<file path="src/rtl/vx_csr_dispatch.sv">
// Multi-lane CSR execution unit: local CSR file RMW or external windowed CSRs, results via commit FIFO.
// Optional macro VX_CSR_DRAIN_EN: issue is held off until the warp pipeline reports empty.
module vx_csr_dispatch #(
    parameter int          NUM_LANES      = 4,
    parameter int          NUM_WARPS      = 4,
    parameter int          NUM_EXT        = 2,
    parameter logic [11:0] EXT_BASE       = 12'h7C0,
    parameter int          EXT_SPAN       = 16,
    parameter int          RSP_DEPTH      = 2,
    parameter int          TIMEOUT_CYCLES = 255,
    localparam int         WIDW           = (NUM_WARPS > 1) ? $clog2(NUM_WARPS) : 1,
    localparam int         DW             = NUM_LANES * 32
) (
    input  logic                    clk,
    input  logic                    reset,
    input  logic                    req_valid,
    output logic                    req_ready,
    input  logic [WIDW-1:0]         req_wid,
    input  logic [NUM_LANES-1:0]    req_tmask,
    input  logic [31:0]             req_pc,
    input  logic [4:0]              req_rd,
    input  logic                    req_wb,
    input  logic [1:0]              req_op,
    input  logic [11:0]             req_addr,
    input  logic                    req_use_imm,
    input  logic [4:0]              req_imm,
    input  logic [DW-1:0]           req_rs1,
    input  logic                    alm_empty,
    output logic [WIDW-1:0]         alm_empty_wid,
    output logic                    loc_rd_en,
    output logic                    loc_wr_en,
    output logic [11:0]             loc_addr,
    input  logic [31:0]             loc_rd_data,
    output logic [31:0]             loc_wr_data,
    output logic [NUM_EXT-1:0]      ext_req_valid,
    input  logic [NUM_EXT-1:0]      ext_req_ready,
    output logic                    ext_req_write,
    output logic [11:0]             ext_req_addr,
    output logic [WIDW-1:0]         ext_req_wid,
    output logic [NUM_LANES-1:0]    ext_req_tmask,
    output logic [DW-1:0]           ext_req_data,
    input  logic [NUM_EXT-1:0]      ext_rsp_valid,
    input  logic [NUM_EXT*DW-1:0]   ext_rsp_data,
    output logic                    unlock_valid,
    output logic [WIDW-1:0]         unlock_wid,
    output logic                    cm_valid,
    input  logic                    cm_ready,
    output logic [WIDW-1:0]         cm_wid,
    output logic [NUM_LANES-1:0]    cm_tmask,
    output logic [31:0]             cm_pc,
    output logic [4:0]              cm_rd,
    output logic                    cm_wb,
    output logic [DW-1:0]           cm_data,
    output logic                    cm_err
);

    localparam int WIDK = (NUM_EXT > 1) ? $clog2(NUM_EXT) : 1;
    localparam int CW   = $clog2(TIMEOUT_CYCLES + 1);
    localparam int PW   = (RSP_DEPTH > 1) ? $clog2(RSP_DEPTH) : 1;
    localparam int NW   = $clog2(RSP_DEPTH + 1);
    localparam int EW   = WIDW + NUM_LANES + 32 + 5 + 1 + 1 + DW;

    typedef enum logic [2:0] {
        S_IDLE, S_LOCAL, S_EXT_REQ, S_EXT_WAIT, S_PUSH
    } state_t;

    function automatic logic [31:0] csr_rmw(input logic [1:0] op, input logic [31:0] cur,
                                            input logic [31:0] src);
        case (op)
            2'b00:   csr_rmw = src;
            2'b01:   csr_rmw = cur | src;
            default: csr_rmw = cur & ~src;
        endcase
    endfunction

    function automatic logic [PW-1:0] ptr_inc(input logic [PW-1:0] p);
        ptr_inc = (p == PW'(RSP_DEPTH - 1)) ? '0 : p + PW'(1);
    endfunction

    state_t                 state, state_nxt;
    logic [CW-1:0]          tmo_cnt;
    logic                   drain_ok;
    logic                   dec_hit;
    logic [WIDK-1:0]        dec_win;
    logic                   push, pop, can_push, rsp_hit, tmo_hit;

    logic [WIDW-1:0]        wid_p0;
    logic [NUM_LANES-1:0]   tmask_p0;
    logic [31:0]            pc_p0;
    logic [4:0]             rd_p0;
    logic                   wb_p0;
    logic [1:0]             op_p0;
    logic [11:0]            addr_p0;
    logic                   use_imm_p0;
    logic [4:0]             imm_p0;
    logic [DW-1:0]          rs1_p0;
    logic [WIDK-1:0]        win_p0;
    logic [31:0]            src_p0;

    logic [DW-1:0]          data_p1;
    logic                   err_p1;

    logic [EW-1:0]          fifo_mem [RSP_DEPTH];
    logic [PW-1:0]          wr_ptr, rd_ptr;
    logic [NW-1:0]          count;
    logic [EW-1:0]          head;

`ifdef VX_CSR_DRAIN_EN
    assign drain_ok = alm_empty;
`else
    logic drain_unused;
    assign drain_ok     = 1'b1;
    assign drain_unused = alm_empty;
`endif

    assign alm_empty_wid = req_wid;

    always_comb begin
        dec_hit = 1'b0;
        dec_win = '0;
        for (int k = 0; k < NUM_EXT; k++) begin
            if (int'(req_addr) >= int'(EXT_BASE) + k * EXT_SPAN &&
                int'(req_addr) <  int'(EXT_BASE) + (k + 1) * EXT_SPAN) begin
                dec_hit = 1'b1;
                dec_win = WIDK'(k);
            end
        end
    end

    assign src_p0   = use_imm_p0 ? {27'd0, imm_p0} : rs1_p0[31:0];
    assign rsp_hit  = ext_rsp_valid[win_p0];
    assign tmo_hit  = (tmo_cnt == CW'(TIMEOUT_CYCLES - 1));
    assign can_push = (count != NW'(RSP_DEPTH)) || cm_ready;

    always_comb begin
        state_nxt     = state;
        req_ready     = 1'b0;
        loc_rd_en     = 1'b0;
        loc_wr_en     = 1'b0;
        loc_addr      = '0;
        loc_wr_data   = '0;
        ext_req_valid = '0;
        ext_req_write = 1'b0;
        ext_req_addr  = '0;
        ext_req_wid   = '0;
        ext_req_tmask = '0;
        ext_req_data  = '0;
        unlock_valid  = 1'b0;
        unlock_wid    = '0;
        push          = 1'b0;
        if (!reset) begin
            unique case (state)
                S_IDLE: begin
                    req_ready = drain_ok;
                    if (req_valid && drain_ok)
                        state_nxt = dec_hit ? S_EXT_REQ : S_LOCAL;
                end
                S_LOCAL: begin
                    loc_rd_en   = 1'b1;
                    loc_wr_en   = (op_p0 == 2'b00) || (src_p0 != '0);
                    loc_addr    = addr_p0;
                    loc_wr_data = csr_rmw(op_p0, loc_rd_data, src_p0);
                    state_nxt   = S_PUSH;
                end
                S_EXT_REQ: begin
                    ext_req_valid = NUM_EXT'(1) << win_p0;
                    ext_req_write = (op_p0 == 2'b00);
                    ext_req_addr  = addr_p0;
                    ext_req_wid   = wid_p0;
                    ext_req_tmask = tmask_p0;
                    ext_req_data  = use_imm_p0 ? {NUM_LANES{{27'd0, imm_p0}}} : rs1_p0;
                    if (ext_req_ready[win_p0])
                        state_nxt = S_EXT_WAIT;
                end
                S_EXT_WAIT: begin
                    if (rsp_hit || tmo_hit)
                        state_nxt = S_PUSH;
                end
                S_PUSH: begin
                    if (can_push) begin
                        push         = 1'b1;
                        unlock_valid = 1'b1;
                        unlock_wid   = wid_p0;
                        state_nxt    = S_IDLE;
                    end
                end
                default: state_nxt = S_IDLE;
            endcase
        end
    end

    always_ff @(posedge clk) begin
        if (reset) begin
            state   <= S_IDLE;
            tmo_cnt <= '0;
        end else begin
            state <= state_nxt;
            if (state == S_EXT_REQ)
                tmo_cnt <= '0;
            else if (state == S_EXT_WAIT)
                tmo_cnt <= tmo_cnt + CW'(1);
        end
    end

    // Stage p0: instruction latched at issue handshake
    always_ff @(posedge clk) begin
        if (state == S_IDLE && req_valid && req_ready) begin
            wid_p0     <= req_wid;
            tmask_p0   <= req_tmask;
            pc_p0      <= req_pc;
            rd_p0      <= req_rd;
            wb_p0      <= req_wb;
            op_p0      <= req_op;
            addr_p0    <= req_addr;
            use_imm_p0 <= req_use_imm;
            imm_p0     <= req_imm;
            rs1_p0     <= req_rs1;
            win_p0     <= dec_win;
        end
    end

    // Stage p1: result captured from the local read or the external response/timeout
    always_ff @(posedge clk) begin
        if (state == S_LOCAL) begin
            data_p1 <= {NUM_LANES{loc_rd_data}};
            err_p1  <= 1'b0;
        end else if (state == S_EXT_WAIT && rsp_hit) begin
            data_p1 <= ext_rsp_data[int'(win_p0) * DW +: DW];
            err_p1  <= 1'b0;
        end else if (state == S_EXT_WAIT && tmo_hit) begin
            data_p1 <= '0;
            err_p1  <= 1'b1;
        end
    end

    // Stage p2: commit FIFO, head drives cm_*
    assign pop = cm_valid && cm_ready;

    always_ff @(posedge clk) begin
        if (reset) begin
            wr_ptr <= '0;
            rd_ptr <= '0;
            count  <= '0;
        end else begin
            if (push) wr_ptr <= ptr_inc(wr_ptr);
            if (pop)  rd_ptr <= ptr_inc(rd_ptr);
            if (push && !pop)
                count <= count + NW'(1);
            else if (!push && pop)
                count <= count - NW'(1);
        end
    end

    always_ff @(posedge clk) begin
        if (push)
            fifo_mem[wr_ptr] <= {wid_p0, tmask_p0, pc_p0, rd_p0, wb_p0, err_p1, data_p1};
    end

    assign head     = fifo_mem[rd_ptr];
    assign cm_valid = !reset && (count != '0);
    assign {cm_wid, cm_tmask, cm_pc, cm_rd, cm_wb, cm_err, cm_data} = cm_valid ? head : '0;

endmodule
</file>
<file path="config.mk">
export PLATFORM = sky130hd
export DESIGN_NAME = vx_csr_dispatch
export DESIGN_NICKNAME = d
export VERILOG_FILES = /design/src/rtl/vx_csr_dispatch.sv
export SDC_FILE = /design/constraint.sdc
export NUM_CORES = 1
export LEC_CHECK = 0
export BUFFER_PORTS_ARGS = -buffer_cell sky130_fd_sc_hd__buf_2
export CAP_MARGIN = 20
export CORE_AREA = 5 5 328 330
export CTS_CLUSTER_SIZE = 10
export DETAILED_ROUTE_END_ITERATION = 16
export DIE_AREA = 0 0 333 335
export SLEW_MARGIN = 15
export SYNTH_ARGS = -nofsm -noshare
export SYNTH_HDL_FRONTEND = slang
export SYNTH_SLANG_ARGS = --single-unit
</file>
<file path="constraint.sdc">
create_clock -name clk -period 21.1 [get_ports clk]
set_input_delay 4.22 -clock clk [delete_from_list [all_inputs] [get_ports clk]]
set_output_delay 4.22 -clock clk [all_outputs]
set_load 0.005 [all_outputs]
</file>
**Word-level counts from Yosys, hierarchy flattened**

Memories as Yosys holds them, arrays and structs flattened. A register that Yosys moved wholly into a read port is not among the register bits.
Index checks and enable logic that the tools add are counted.

- Add/sub/neg operators: 5
- Order comparisons: 5
- Eq/ne operators: 11
- Shift operators: 2
- Multiplexer cells: 56
- Bitwise gates (word level): 3
- Reduce and logical (&&, ||, !) cells: 25

Operator list:

| kind | number |
|---|---|
| 128-bit two-way mux | 6 |
| 256-bit by 9-bit indexed part select with 128-bit output | 1 |
| 173-bit two-way mux | 1 |
| 32-bit two-way mux | 3 |
| 32-bit one-hot mux with 2 select lines | 1 |
| 12-bit two-way mux | 4 |
| 32-bit bitwise AND | 1 |
| 32-bit NOT | 1 |
| 32-bit bitwise OR | 1 |
| 32-bit nonzero test | 1 |
| 12-bit by 11-bit greater-or-equal comparator with 1-bit output (second input constant) | 2 |
| 12-bit by 11-bit < comparator with 1-bit output (second input constant) | 2 |
| 1-bit two-way mux | 24 |
| 2-bit two-way mux | 10 |
| 3-bit one-hot mux with 5 select lines | 1 |
| 3-bit two-way mux | 4 |
| 1-bit logical AND | 10 |
| 2-bit inequality test (second input constant) | 5 |
| 8-bit by 1-bit adder with 8-bit output (second input constant) | 1 |
| 8-bit == test (second input constant) | 1 |
| 4-bit two-way mux | 2 |
| 3-bit by 2-bit == test with 1-bit output (second input constant) | 2 |
| 4-bit AND reduction | 1 |
| 2-bit nonzero test | 2 |
| 14 further kinds | 20 |

- Flip-flop bits (word level): 337
- Bits in writable memories: 346
- Bits of input ports: 489
- Output and inout bits: 375
- Logic and storage cells: 126
- Memories kept: 1

Memory list:

| memory | words | width | rd ports | clocked after Yosys merged registers in | write ports | RTL line | RTL |
|---|---|---|---|---|---|---|---|
| fifo_mem | 2 | 173 | 1 | 1 | 1 | 103 | `logic [EW-1:0] fifo_mem [RSP_DEPTH];` |

**Depth between registers and ports, before layout**

- Depth after elaboration: 9
- Mapped depth: 7
- Depth with buffers taken out: 7

**Worst setup path after synthesis**

No wires, ideal clock.

- Path kind: input to register
- Start point: input reset
- End point: memory fifo_mem[0][0] (netlist bit) (enable)
- Library setup time: 1130 ps
- Arrival: 20835 ps
- Required time: 19970 ps
- Path slack: -865 ps
- Stages: 2
- Path buffers: 1
- Cells stage by stage: clkbuf_1 nor4_1

- Cells in the longest elaborated chain, start to end: 3

Ends and longest elaborated chain:

| element | RTL line | RTL |
|---|---|---|
| start: declaration | 15 | `input logic reset,` |
| 1-bit two-way mux | 151 | `if (!reset) begin` |
| 1-bit two-way mux | 255 | `if (push)` |
| 1-bit two-way mux (implied by the code) | 256 | `fifo_mem[wr_ptr] <= {wid_p0, tmask_p0, pc_p0, rd_p0, wb_p0, err_p1, data_p1};` |
| end: declaration | 103 |  |

No other way between the ends.

**Final worst setup path**

- Start point: input reset
- End point: output ext_req_data[14]

- Cells in the longest elaborated chain, start to end: 1

Ends and longest elaborated chain:

| element | RTL line | RTL |
|---|---|---|
| 128-bit two-way mux | 151 |  |
| end: declaration | 41 | `output logic [DW-1:0] ext_req_data,` |

No other way between the ends.

==> impl_results.md <==
- Run status: finished, final reports clean
- FP Rows: 119
- Synth Cell Area: 27800 µm²
- Top cells by count, synth: 667 x edfxtp_1, 307 x mux2i_1, 233 x nor2_1
- Fmax: a little over 0.09 GHz
- Hold path cells: 0
- Share of cells above drive strength 1: 36.5%
- Clock Latency Late Sink: 0.63 ns
- Area fraction of the dominant cell type after synthesis: about 70%
- RSZ-0062 raised after global routing: no
- Initial Utilization: 26.6%
- Post-DP HPWL: 74.4 mm
- Setup violators final: 0
- Pwr Density: 83.4 nW/µm²
- DRC errors left: 0
- Post-Syn Nets: 2332
- Final GP Congestion: just under 0.9
- Routed Antenna Nets: 0
- Final nets: 3199
- Max-cap violation count: 0
- WP data arrival: 6.61 ns
- Overall power: between 0.003 and 0.004 W
- Critical path class: in2out
- FF-to-FF path depth: 6
- CTS root buffer: clkbuf_16
- First-pass GRT wire length: 137 mm
- Maximum clock insertion buffer count: 3
- Detailed-route wire length per cell: 24.3 µm
- Post-CTS setup buffers: 0
- Die span in y: 335 µm
- Htree depth: 3
- Die ar.: 112000 µm²
- Mean post-synth cell area: ~15 µm²
- Vias: 18700
- GR Util All Layers: 17.1%
- DRT Pass-1 Iters: 5
- Top cell by count, worst path: buf_4
- Port bufs: roughly 860
- Buf+Inv Stages, Crit Path: 5
- CP top delay family: buffers and inverters
- Peak VDD IR: 0.0000596 V
- Final Cycle Share: roughly 51%
- Reg clk slew, reported paths: 0.05 ns
- Slew at the pin with the worst max-slew slack: 1.09 ns
- Post-synthesis sequential area ratio: between 70 and 80%
- Worst r2r src: win_p0
- Hold Path End: fifo_mem[1][106]
- Relative slew slack: 27.1%
- Synth warnings: 0
- Mapped Cells: about 1800
- Clock sinks: between 600 and 700
- FF-to-FF setup slack: 17.31 ns
- Total gr overflow: 0
- P&R area growth vs syn: 29.5%
- Starting DRT DRC Count: around 1300
- Final hold violation count: 0
- Worst setup EP type: primary output
- Lkg Pwr: 14.0 nW
- Synth top area cells: edfxtp_1 72%, mux2i_1 11%, nor2_1 3.1%, and2_1 2.8%, o21ai_1 2.3%
- Vias per inst: 4.52
- Number of global-route vias before repair: 19000
- Startpoint types: input port
- Top_reg_cell synth: edfxtp_1
- Chip Width: roughly 330 µm
- Critical-path top delay cell: buf_4
- Crit path largest cell delay: 0.81 ns
- Critical Path, Cell by Cell: buf_2 -> nor3_2 -> buf_4 -> nand2_1 -> buf_4 -> nor2_4 -> buf_4 -> and2_1 -> buf_2
- Worst min path class: reg2reg
- FFs w/ async S/R, synth: 0%
- Critical Path RT: 16.88 ns
- Crit path time final: around 11 ns
- Most common cell in the netlist: edfxtp_1
- Top Ports: about 860
- CTS Buf Count: 81
- Antenna violations before repair: 31
- Largest area contributor in the netlist: edfxtp_1
- Largest net degree at the start of global routing: 109
- Yosys reg bits: between 600 and 700
- Setup_tns: 0 ns
- Critical path depth in cells: 9
- Drt total wl: 101 mm
- EDFF count, synth: 667
- Number of gates resized after CTS: 0
- Worst R2R End: data_p1[112]
- CP Max Fanout: 110
- Core box area: 105000 µm²
- Hold Buf Count CTS: 0
- TritonCTS clock tree: yes
- Worst hold path startpoint: data_p1[106]
- Netlist cell types: 47
- Fin. max-slew vios: 0
- Worst Clk Skew: 0.0194 ns
## final cells by class
class	count	area, µm²
Sequential cell	684	20400
Antenna cell	13	32.5
Clock buffer	109	2180
Tap cell	1391	1740
Fill cell	10400	68600
Multi-Input combinational cell	1040	6920
Inverter	5	23.8
Timing Repair Buffer	895	4580
Clock inverter	13	104
## layer usage
layer	global-route usage [%]	up-vias	routed length, µm
met4	7.25	2	4120
met2	29.2	854	49600
met5	0	-	13
met1	20.1	9160	38500
li1	-	8539	-
met3	5.10	184	8610
## report_power, final
part	internal [W]	switching (W)	total, W
sequential	0.00153	0.0000192	0.00155
combinational	0.0000786	0.000122	0.000201
clock	0.000718	0.000529	0.00125
total	0.00233	0.000671	0.00300
## registers in the layout (all words and copies together) (netlist names), 4 cells and up, named ones only
signal / count
fifo_mem: 346
data_p1: 128
rs1_p0: 128
pc_p0: 32
addr_p0: 12
tmo_cnt: 8
imm_p0: 5
rd_p0: 5
tmask_p0: 4
## through the flow
stage                     setup slack [ns]  util, %  area [µm²]  instances  hold slack [ns]
after floorplan                       6.53        -       27800       1840            0.421
after global placement               10.21     32.2       33600       4014            0.422
after detailed placement             10.21     32.2       33600       4014            0.429
after CTS                            10.20     34.3       35900       4136            0.418
after global routing                 10.13     34.4       35900       4144            0.424
final                                10.27     34.4       36000       4150            0.436
## logic make-up (layout without fill, tap and decap cells)
kind of cell	count (synthesis)	in the layout	synth area share [%]
buffers and inverters	116	1022	1.92
AOI/OAI and AO/OA	189	189	3.78
adders and majority gates	3	3	0.135
and+or+nand+nor	530	530	9.39
DFF	684	684	73.4
muxes	308	308	11.1
xor gates and xnor gates	10	10	0.315
other	0	13	0
## worst reg2reg max path: cells and delay by family, from the launching register on
| kind | cells | cell delay (ns) |
|---|---|---|
| compound gates | 1 | 0.50 |
| buf+inv | 3 | 1.92 |
| flops | 1 | 0.32 |
| mux | 1 | 0.51 |
| simple gates | 1 | 0.20 |
## layout by cell type (no fill, tap or decap), types with 13 or more instances in the layout
master	n
nor2_1	233
clkbuf_1	25
edfxtp_1	667
nand2_1	46
and3_1	20
dfxtp_1	16
buf_2	862
buf_4	32
clkbuf_16	83
nand3_1	29
diode_2	13
nand2b_1	43
o21ai_1	128
o21a_1	27
a21oi_1	18
mux2i_1	307
and2_1	123
## worst max path at each step
| stage | from | end | slack (ns) |
|---|---|---|---|
| 3_3_place_gp | reset | ext_req_data[69] | 10.21 |
| 3_5_place_dp | reset | ext_req_data[69] | 10.21 |
| 5_1_grt | reset | ext_req_data[69] | 10.13 |
| 6_report | reset | ext_req_data[14] | 10.27 |
| 2_1_floorplan | reset | fifo_mem[0][0] | 6.53 |
| 4_1_cts | reset | ext_req_data[69] | 10.20 |
Note: power is estimated with default switching activity, not from simulation.
